**config.mk**
```make
export PLATFORM = sky130hd
export DESIGN_NAME = srt_result_unload
export DESIGN_NICKNAME = d
export VERILOG_FILES = /design/src/rtl/srt_result_unload.sv
export SDC_FILE = /design/constraint.sdc
export NUM_CORES = 1
export LEC_CHECK = 0
export ABC_AREA = 1
export BUFFER_PORTS_ARGS = -buffer_cell sky130_fd_sc_hd__buf_2
export CAP_MARGIN = 20
export CORE_MARGIN = 4
export CORE_UTILIZATION = 56
export DETAILED_ROUTE_END_ITERATION = 7
export PLACE_DENSITY = 0.78
export SYNTH_ARGS = -nofsm -noshare
export SYNTH_HDL_FRONTEND = slang
export SYNTH_SLANG_ARGS = --single-unit
```
**constraint.sdc**
```tcl
create_clock -name clk -period 2.55 [get_ports clk]
set_input_delay 0.3825 -clock clk [delete_from_list [all_inputs] [get_ports clk]]
set_output_delay 0.3825 -clock clk [all_outputs]
set_load 0.005 [all_outputs]
```
**src/rtl/srt_result_unload.sv**
```systemverilog
// ----------------------------------------------------------------------------
// srt_result_unload
//   Read side of the SRT divider datapath. On the divider's done pulse it
//   captures the redundant quotient (q_pos/q_neg), the partial remainder and
//   the divisor. It then converts the quotient to binary, applies the SRT
//   final correction, and presents quotient/remainder on a valid/ready
//   handshake.
//
//   Optional feature macro: SRT_UNLOAD_EXACT_EN
//     When defined, adds output 'exact', which is high when the corrected
//     remainder is zero. It is loaded together with the result.
//
// Ports
//   clk        in   1      rising-edge clock
//   resetn     in   1      asynchronous active-low reset
//   done       in   1      one-cycle pulse: divider registers are final
//   q_pos      in   WIDTH  positive-digit quotient register
//   q_neg      in   WIDTH  negative-digit quotient register
//   rem_in     in   WIDTH  partial remainder, two's complement
//   divisor    in   WIDTH  divisor, unsigned
//   out_ready  in   1      consumer accepts result
//   out_valid  out  1      result held on quotient/remainder
//   quotient   out  WIDTH  corrected binary quotient
//   remainder  out  WIDTH  corrected non-negative remainder
//   busy       out  1      state != IDLE (registered)
//   overrun    out  1      sticky: done arrived when it could not be taken
//   exact      out  1      (SRT_UNLOAD_EXACT_EN only) remainder == 0
// ----------------------------------------------------------------------------
module srt_result_unload #(
  parameter int WIDTH = 26
) (
  input  logic             clk,
  input  logic             resetn,
  input  logic             done,
  input  logic [WIDTH-1:0] q_pos,
  input  logic [WIDTH-1:0] q_neg,
  input  logic [WIDTH-1:0] rem_in,
  input  logic [WIDTH-1:0] divisor,
  input  logic             out_ready,
  output logic             out_valid,
  output logic [WIDTH-1:0] quotient,
  output logic [WIDTH-1:0] remainder,
  output logic             busy,
  output logic             overrun
`ifdef SRT_UNLOAD_EXACT_EN
  ,
  output logic             exact
`endif
);

  typedef enum logic [2:0] {
    S_IDLE = 3'd0,
    S_CAPT = 3'd1,
    S_CONV = 3'd2,
    S_FIX  = 3'd3,
    S_OUT  = 3'd4
  } state_t;

  state_t           state_q;
  logic [WIDTH-1:0] qp_q;
  logic [WIDTH-1:0] qn_q;
  logic [WIDTH-1:0] rem_q;
  logic [WIDTH-1:0] div_q;
  logic [WIDTH-1:0] q_q;
  logic [WIDTH-1:0] quotient_q;
  logic [WIDTH-1:0] remainder_q;
  logic             out_valid_q;
  logic             busy_q;
  logic             overrun_q;
`ifdef SRT_UNLOAD_EXACT_EN
  logic             exact_q;
`endif

  // A new operand set is accepted from IDLE, or from OUT on the same edge
  // the current result is handed over (back-to-back operation).
  logic capture_d;
  logic handshake_d;
  logic overrun_d;
  assign handshake_d = (state_q == S_OUT) && out_ready;
  assign capture_d   = done && ((state_q == S_IDLE) || handshake_d);
  // Any other done while busy is dropped and flagged.
  assign overrun_d   = done && (state_q != S_IDLE) && !capture_d;

  // SRT final correction: a negative partial remainder means the quotient
  // overshot by one; step it back and restore the remainder.
  logic             rem_neg_d;
  logic [WIDTH-1:0] q_fix_d;
  logic [WIDTH-1:0] rem_fix_d;
  assign rem_neg_d = rem_q[WIDTH-1];
  assign q_fix_d   = rem_neg_d ? (q_q - WIDTH'(1)) : q_q;
  assign rem_fix_d = rem_neg_d ? (rem_q + div_q) : rem_q;

  always_ff @(posedge clk or negedge resetn) begin
    if (!resetn) begin
      state_q     <= S_IDLE;
      qp_q        <= '0;
      qn_q        <= '0;
      rem_q       <= '0;
      div_q       <= '0;
      q_q         <= '0;
      quotient_q  <= '0;
      remainder_q <= '0;
      out_valid_q <= 1'b0;
      busy_q      <= 1'b0;
      overrun_q   <= 1'b0;
`ifdef SRT_UNLOAD_EXACT_EN
      exact_q     <= 1'b0;
`endif
    end else begin
      if (overrun_d) begin
        overrun_q <= 1'b1;
      end

      if (capture_d) begin
        qp_q  <= q_pos;
        qn_q  <= q_neg;
        rem_q <= rem_in;
        div_q <= divisor;
      end

      case (state_q)
        S_IDLE: begin
          if (capture_d) begin
            state_q <= S_CAPT;
            busy_q  <= 1'b1;
          end
        end
        S_CAPT: begin
          q_q     <= qp_q - qn_q;
          state_q <= S_CONV;
        end
        S_CONV: begin
          // Always spent, correction or not, so latency is fixed.
          q_q     <= q_fix_d;
          rem_q   <= rem_fix_d;
          state_q <= S_FIX;
        end
        S_FIX: begin
          quotient_q  <= q_q;
          remainder_q <= rem_q;
`ifdef SRT_UNLOAD_EXACT_EN
          exact_q     <= (rem_q == '0);
`endif
          out_valid_q <= 1'b1;
          state_q     <= S_OUT;
        end
        S_OUT: begin
          if (handshake_d) begin
            out_valid_q <= 1'b0;
            if (capture_d) begin
              state_q <= S_CAPT;
            end else begin
              state_q <= S_IDLE;
              busy_q  <= 1'b0;
            end
          end
        end
        default: begin
          state_q     <= S_IDLE;
          busy_q      <= 1'b0;
          out_valid_q <= 1'b0;
        end
      endcase
    end
  end

  assign out_valid = out_valid_q;
  assign quotient  = quotient_q;
  assign remainder = remainder_q;
  assign busy      = busy_q;
  assign overrun   = overrun_q;
`ifdef SRT_UNLOAD_EXACT_EN
  assign exact     = exact_q;
`endif

endmodule

```
## Word level (Yosys, flattened, before mapping)

Cells that the tools add are included.

| word-level totals | value |
|---|---|
| output and inout port bits | 55 |
| bits of input ports | 108 |
| word-level logic and storage cells | 57 |
| register bits | 188 |

| operators by class | value |
|---|---|
| multiplexer cells | 15 |
| bitwise gates (word level) | 2 |
| equality and inequality tests | 8 |
| reductions and logical operators | 17 |
| add/sub/neg operators | 3 |

Operators with widths:

| kind | count |
|---|---|
| 26-bit 2-to-1 mux | 4 |
| 26-bit one-hot mux with 2 select lines | 1 |
| 26-bit adder | 1 |
| 26-bit by 1-bit subtractor with 26-bit output, second input constant | 1 |
| 26-bit subtractor | 1 |
| 3-bit one-hot mux with 5 select lines | 1 |
| 2-bit inequality test, second input constant | 4 |
| 2-bit AND reduction | 4 |
| 3-bit by 2-bit equality test with 1-bit output, second input constant | 2 |
| 3-bit 2-to-1 mux | 2 |
| 1-bit one-hot mux with 3 select lines | 2 |
| 3-bit OR reduction | 2 |
| 1-bit 2-to-1 mux | 5 |
| 1-bit logical AND | 4 |
| 4-bit AND reduction | 1 |
| 2-bit nonzero test | 2 |
| 3-bit by 1-bit equality test with 1-bit output, second input constant | 1 |
| 3-bit equality test, second input constant | 1 |
| 3-bit logical NOT | 1 |
| 3-bit nonzero test | 1 |
| 1-bit inverter | 2 |
| 1-bit logical NOT | 1 |
| 1-bit logical OR | 1 |

## Logic depth before layout (Yosys ltp)

Gate-level depths: netlist of run 1.

| depth | value |
|---|---|
| depth in word-level cells | 7 |
| gate-level depth with buffers | 16 |
| gate-level depth less buffers | 16 |

## Least setup slack after synthesis of run 1

OpenSTA, ideal clock, no wires.

| timing path | value |
|---|---|
| kind | register to register |
| start | register qn_q[0] |
| end | register q_q[20] |
| setup time | 0.116 ns |
| data required time | 2.434 ns |
| arrival | 1.730 ns |
| clock period less this slack | 1.847 ns |
| path buffers | 0 |
| setup slack | 0.703 ns |
| cell stages (with the launch flop) | 15 |
| path through | dfrtp_1 -> ha_1 -> fa_1 -> inv_1 -> nand3_1 -> nand2_2 -> nand2_1 -> nand2_2 -> nand2_2 -> nand2_2 -> nand2_1 -> nand3_1 -> nand3_1 -> nand2_1 -> nand2_1 |

| between the ends | value |
|---|---|
| cells in the longest elaborated chain, start to end | 2 |

RTL lines:

| what | RTL line | source |
|---|---|---|
| start: declaration | 61 | `logic [WIDTH-1:0] qn_q;` |
| start signal: assignment | 116 | `qn_q <= q_neg;` |
| 26-bit subtractor | 129 | `q_q <= qp_q - qn_q;` |
| 26-bit one-hot mux with 2 select lines | 121 | `case (state_q)` |
| end signal: assignment | 129 |  |
| end signal: assignment | 134 | `q_q <= q_fix_d;` |
| end: declaration | 64 | `logic [WIDTH-1:0] q_q;` |

Every way passes these cells.
A chain may end at the register's enable or synchronous reset.

## Worst setup path after layout of run 1

| timing path | value |
|---|---|
| start | register div_q[0] |
| end | register rem_q[16] |

| between the ends | value |
|---|---|
| cells in the longest elaborated chain, start to end | 3 |

RTL lines:

| what | RTL line | source |
|---|---|---|
| start: declaration | 63 | `logic [WIDTH-1:0] div_q;` |
| start signal: assignment | 118 | `div_q <= divisor;` |
| 26-bit adder | 91 | `assign rem_fix_d = rem_neg_d ? (rem_q + div_q) : rem_q;` |
| 26-bit 2-to-1 mux | 91 |  |
| 26-bit 2-to-1 mux | 121 |  |
| end signal: assignment | 117 | `rem_q <= rem_in;` |
| end signal: assignment | 135 | `rem_q <= rem_fix_d;` |
| end: declaration | 62 | `logic [WIDTH-1:0] rem_q;` |

Every way passes these cells. The select of a mux whose other input is x is not followed.

==> results of run 1 <==
## state kept, by name, indices dropped and copies added, names as in the netlist
| register | cells |
|---|---|
| state_q | 3 |
| busy | 1 |
| qp_q | 26 |
| div_q | 26 |
| quotient | 26 |
| remainder | 26 |
| overrun | 1 |
| qn_q | 26 |
| rem_q | 26 |
| out_valid | 1 |
| q_q | 26 |
## cells in the mapped netlist, types with 8 or more instances
master    count  share of area [%]
clkbuf_1     13               0.41
mux2_2       19                1.8
inv_1       237                7.5
buf_4         8               0.50
nand2_1     594                 19
nand3b_1      8               0.50
a21oi_1      73                3.1
nand2_2      15               0.79
ha_1         51                5.4
buf_2        19               0.80
nand4_1      16               0.84
dfrtp_1     188                 40
nor2_1      125                3.9
inv_2        19               0.60
nand3_1      92                3.9
xor2_1       10               0.74
o22ai_1      10               0.53
o21ai_1      13               0.55
nor2_2       22                1.2
o21ai_0     103                4.3
## timing repair
item	4_1_cts	5_1_grt
endpoints found under the hold margin	59	0
hold buffers	1	0
endpoints found under the setup margin	0	0
## layout by cell type (no fill, tap or decap), types with 10 or more instances in the layout
| master | n |
|---|---|
| ha_1 | 51 |
| a21oi_1 | 73 |
| mux2_2 | 19 |
| nor2_2 | 22 |
| o22ai_1 | 10 |
| nor2_1 | 125 |
| nand2_1 | 594 |
| inv_1 | 237 |
| nand3_1 | 91 |
| dfrtp_1 | 188 |
| inv_2 | 19 |
| o21ai_0 | 103 |
| xor2_1 | 10 |
| clkbuf_16 | 17 |
| buf_2 | 161 |
| nand2_2 | 15 |
| nand4_1 | 16 |
| o21ai_1 | 13 |
## power breakdown
part	switching, mW	leakage, nW	internal [mW]
clock	1.31	0.271	1.39
combinational	8.87	4.88	4.56
sequential	0.960	2.26	4.46
total	11.1	7.41	10.4
## logic make-up after synthesis
family	synth area share, %
AND/OR/NAND/NOR	32.0
flip-flops	39.5
XOR/XNOR	0.810
buffers and inverters	10.2
AO/OA/AOI/OAI	9.97
multiplexers	1.80
adder cells (fa/ha/maj)	5.70
## worst paths after layout
path	slack (ns)	start	end	cells past startpoint
worst max-delay path	0.49	div_q[0]$_DFFE_PN0P_	rem_q[16]$_DFFE_PN0P_	14
worst min-delay path	0.13	divisor[15]	div_q[15]$_DFFE_PN0P_	3
worst max register to register	0.49	div_q[0]$_DFFE_PN0P_	rem_q[16]$_DFFE_PN0P_	14
worst min register to register	0.46	overrun$_DFFE_PN0P_	overrun$_DFFE_PN0P_	1
max in group asynchronous	1.26	resetn	remainder[24]$_DFFE_PN0P_	3
min in group asynchronous	0.49	resetn	div_q[7]$_DFFE_PN0P_	2
## worst reg2reg max path: cells and delay by family, from the launching register on
kind                       cells  cell delay [ns]
adders and majority gates      2             0.66
DFF                            1             0.37
buffers and inverters          3             0.18
AOI/OAI and AO/OA              1             0.07
and+or+nand+nor                8             0.73
## routing by layer
metal	track usage (%)	wire (microns)	share of wire, %
met3	4.08	2200	6.8
met2	40.4	13600	42
met4	5.34	368	1.1
met5	0	0	0
met1	43.7	16300	50
## area by class of cell
| class | count | area, sq um |
|---|---|---|
| inverter | 258 | 973 |
| clock buffer | 17 | 425 |
| clock inverter | 15 | 158 |
| fill | 1942 | 7410 |
| tap | 275 | 344 |
| sequential | 188 | 4700 |
| timing repair buffer | 174 | 950 |
| multi-input combinational | 1204 | 5990 |
==> results.cfg, run 1 <==
[outcome]
outcome = finished clean

[timing]
hold_viol = 0
period_share_pct = 80.9
grt_setup_unrepaired = false
worst_pin_slew_ns = 0.556
fin_ws_ns = 0.488
setup_tns_ns = 0
slew_viol_final = 0
worst_hold_slack_ns = 0.131
fmax_ghz = 0.485
setup_viol = 0
finClkSkew_ns = 0.0103
min_period_ns = 2.06
maxSlewHeadroom_pct = 63.0

[min_path]
min_path_type = in2reg

[synth]
synth_nets = 1854
synth_seq_area_share_pct = 39.5
synth_area_sq_mm = 0.0119
postSynth.asyncResetShare_pct = 100
synth_warnings = 0
dominantRegCellSynth = dfrtp_1
ys_types = 48
ys_ff_latch = 188
synthCells = 1693
synth_area_per_cell_sq_um = 7.03
synth-edff-count = 0

[route]
postRouteAntennaNets = 0
first_pass_iters = 5
detail_route.wl_per_cell_microns = 15.2
drt_iter0_markers = 1048
vias = 11300
viasPerCell = 5.28
wl_microns = 32500
drt_drc_violations_left = 0

[worst_setup_path]
crit_buf_inv = 3
cp.arrival_ns = 2.45
crit_type = reg2reg
path_common_cell = nor2_1
end_kind = flip-flop
path_delay_family = simple AND/OR/NAND/NOR gates
slowest_stage = fa_1
slowest_delay_ns = 0.43
cp_max_fo = 4
crit_chain = ha_1 > inv_1 > fa_1 > nor2_1 > o21ai_1 > nand2_1 > inv_2 > nor2_1 > nor2_1 > nor2_1 > nor2_1 > nand2_1 > nand2_1 > inv_1
cp.required_ns = 2.94
startpoint_type = flip-flop

[final_layout]
final_nets = 2004
final_area_sq_mm = 0.0135
drive_above_1_share_pct = 16.4
stdcell_count = 2131
final_core_util_pct = 64.7
n_antenna_cell = 0
area_growth_pct = 13.9

[power]
power_density_mw_per_mm2 = 1590
power.total_mw = 21.5
peakVddDrop_v = 0.000667
cellLeakagePower_nw = 7.41

[floorplan]
io_pins = 163
die_area_sq_mm = 0.0236
die_h_microns = 154
coreArea_sq_mm = 0.0210
die_w_microns = 154
placementRows = 53
start_util_pct = 56.8

[place]
portBuffers = 162
gp_congestion = 0.997
dpl_cell_area_sq_mm = 0.0130
hpwlAfterDp_microns = 24400
place_ws_ns = 0.509
place_inst = 2098

[cts]
post_cts_buffers = 0
ctsLongestPathBuffers = 2
cts_tree = yes
clock_tree.root_cell = clkbuf_16
numCtsBuffers = 17
insertion_delay_ns = 0.44
cts_resized = 0
htree_levels = 4
cts.sinks = 188
path_clk_slew_ns = 0.08

[global_routing]
antenna_found_initial = 0
first_global_vias = 10500
grt_max_degree = 75
grtUsageTotal_pct = 27.5
grt_pass1_wl_microns = 53400
grt_overflow = 0

[job]
maxCapViolations = 0
No activity file was read; power rests on OpenSTA's default activity.
==> run 2, diff against run 1 <==
ABC_AREA = 0   (was 1)
PLACE_DENSITY = 0.79   (was 0.78)
clock period = 2.1 ns   (was 2.55 ns; I/O delays follow)
==> run 2 against run 1 <==
Against the previous run: the flow now finishes with violations (negative setup slack); critical path depth down 5; clock skew down 0.0011 ns; register-to-register slack worse by 0.85 ns; final cell count down 20%; area after synthesis down 12%; clock power up 28%; via count down 6.9%; worst hold slack worse by 0.064 ns; sequential power up 24%; critical endpoint is now q_q[21]$_DFFE_PN0P_.
==> results.cfg, run 2 <==
[outcome]
outcome = complete, but fails checks
failed_checks = negative setup slack

[power]
peakVddDrop_v = 0.00110
p_int_mw = 17.4
clkPwrFrac_pct = 11.0
pwr-share-seq_pct = 21.6
cellLeakagePower_nw = 6.80
power.switching_mw = 13.8
power_density_mw_per_mm2 = 2170
comb_power_share_pct = 67.4
swShare_pct = 44.2

[final_layout]
drive_above_1_share_pct = 37.9
final_nets = 1628
final_common_cell = nand2_1
layout_common_cells = 268 x nand2_1, 188 x dfrtp_1, 162 x buf_4
area_growth_pct = 36.8
final_area_sq_mm = 0.0144

[place]
portBuffers = 162
hpwlAfterDp_microns = 20400
gp_congestion = 0.910
dpl_cell_area_sq_mm = 0.0127
place_ws_ns = -0.421

[global_routing]
grt_overflow = 0
grt_pass1_wl_microns = 49900
antenna_found_initial = 1
grtUsageTotal_pct = 28.6
first_global_vias = 10200
grt_max_degree = 59

[timing]
hold_viol = 0
slew_viol_final = 0
setup_viol = 33
period_share_pct = 117
grt_setup_unrepaired = true
worst_pin_slew_ns = 0.698
maxSlewHeadroom_pct = 53.3
fmax_ghz = 0.406
min_period_ns = 2.47
fin_ws_ns = -0.366
finClkSkew_ns = 0.00927

[synth]
synth_area_leaders = dfrtp_1 45%, nand2_1 9.7%, ha_1 6.1%, mux2_2 5.3%, o21ai_0 4.4%
yosysTopAreaCell = dfrtp_1
synth_top_area_share_pct = 44.8
synth_area_per_cell_sq_um = 9.06
ys_ff_latch = 188
dominantRegCellSynth = dfrtp_1
synth_seq_area_share_pct = 44.8
synthCells = 1159
synth_warnings = 0
synth-edff-count = 0
yosysMostFrequentCell = nand2_1
ys_types = 78
ys_top_cells_by_count = 272 x nand2_1, 188 x dfrtp_1, 92 x o21ai_0
synth_nets = 1320
synth_area_sq_mm = 0.0105
postSynth.asyncResetShare_pct = 100

[cts]
path_clk_slew_ns = 0.07
numCtsBuffers = 17
htree_levels = 4
cts.sinks = 188
clock_tree.root_cell = clkbuf_16
insertion_delay_ns = 0.44
ctsLongestPathBuffers = 2
cts_tree = yes

[worst_setup_path]
cp.required_ns = 2.47
reg2reg_depth = 9
startpoint_type = flip-flop
cp_max_fo = 4
crit_type = reg2reg
end_kind = flip-flop
cp.arrival_ns = 2.84

[route]
first_pass_iters = 6
vias = 10500
wl_microns = 33300
detail_route.wl_per_cell_microns = 19.5
drt_iter0_markers = 1061
viasPerCell = 6.13
drt_drc_violations_left = 0
postRouteAntennaNets = 0

[floorplan]
die_w_microns = 145
io_pins = 163
die_area_sq_mm = 0.0210
placementRows = 49
coreArea_sq_mm = 0.0182
start_util_pct = 57.7
die_h_microns = 145

[min_path]
hold_depth = 3
min_path_type = in2reg

[job]
maxCapViolations = 0
[run 2: timing repair]
action	4_1_cts	5_1_grt
hold buffers	1	0
gates resized for setup	70	86
endpoints found under the hold margin	54	0
pin swaps	54	72
setup endpoints to repair	30	39
buffers inserted	17	28
[run 2: power by group through the flow]
stage	combinational [mW]	clock, mW	sequential, mW
after floorplan	10.6	0	6.38
after global placement	15.8	0	6.49
after detailed placement	16.3	0	6.57
after CTS	18.0	3.44	6.60
after global routing	22.4	3.61	6.90
final	21.0	3.43	6.72
[run 2: final timing paths]
path                                                from                       end  slack, ns
max in group asynchronous                         resetn      qp_q[22]$_DFFE_PN0P_       0.99
worst max register to register       qp_q[8]$_DFFE_PN0P_       q_q[21]$_DFFE_PN0P_      -0.37
min in group asynchronous                         resetn   quotient[3]$_DFFE_PN0P_       0.42
worst min register to register  remainder[0]$_DFFE_PN0P_  remainder[0]$_DFFE_PN0P_       0.48
worst min-delay path                           q_pos[11]      qp_q[11]$_DFFE_PN0P_       0.07
worst max-delay path                 qp_q[8]$_DFFE_PN0P_       q_q[21]$_DFFE_PN0P_      -0.37
[run 2: area by class of cell]
| class | instances | area, sq um |
|---|---|---|
| multi-input combinational | 872 | 6200 |
| sequential | 188 | 4700 |
| fill | 1048 | 3850 |
| timing repair buffer | 350 | 2410 |
| clock buffer | 17 | 425 |
| tap | 229 | 287 |
| clock inverter | 14 | 189 |
| inverter | 38 | 143 |
| antenna | 1 | 2.50 |
[run 2: cells by family (layout without fill, tap and decap cells)]
logic type,Yosys count,count (layout),share of synthesized area [%]
compound gates,300,300,17.8
buf+inv,99,419,4.03
other cells,0,1,0
mux,52,52,5.54
simple gates,426,426,17.9
fa+ha+maj,53,53,6.46
flops,188,188,44.8
xor+xnor,41,41,3.42
[run 2: routing by layer]
metal / GRT usage, % / vias up / routed length, microns
li1: - / 4671 / -
met1: 37.3 / 5055 / 13100
met2: 48.4 / 622 / 16200
met3: 5.61 / 136 / 2630
met4: 9.22 / 0 / 1330
met5: 0 / - / 0
[run 2: critical path: stages, from the launching register on]
cell and delay, ns:
dfrtp_1 0.41, ha_4 0.31, nand4_1 0.26, nor2_1 0.31, nand3_1 0.20, nand3b_4 0.14, a211o_4 0.11, a21oi_1 0.05
or4b_1 0.50, nand3_1 0.10
[run 2: per-stage QoR]
step / std cells / hold slack, ns / setup TNS (ns) / total power, mW / util, %
floorplan: 1159 / 0.0194 / -0.877 / 17.0 / -
global placement: 1642 / 0.328 / -5.10 / 22.3 / 69.9
detailed placement: 1642 / 0.332 / -6.07 / 22.9 / 69.9
CTS: 1688 / 0.0607 / -4.87 / 28.0 / 75.7
global route: 1709 / 0.0565 / -9.42 / 32.9 / 78.9
finish: 1709 / 0.0665 / -6.49 / 31.1 / 78.9
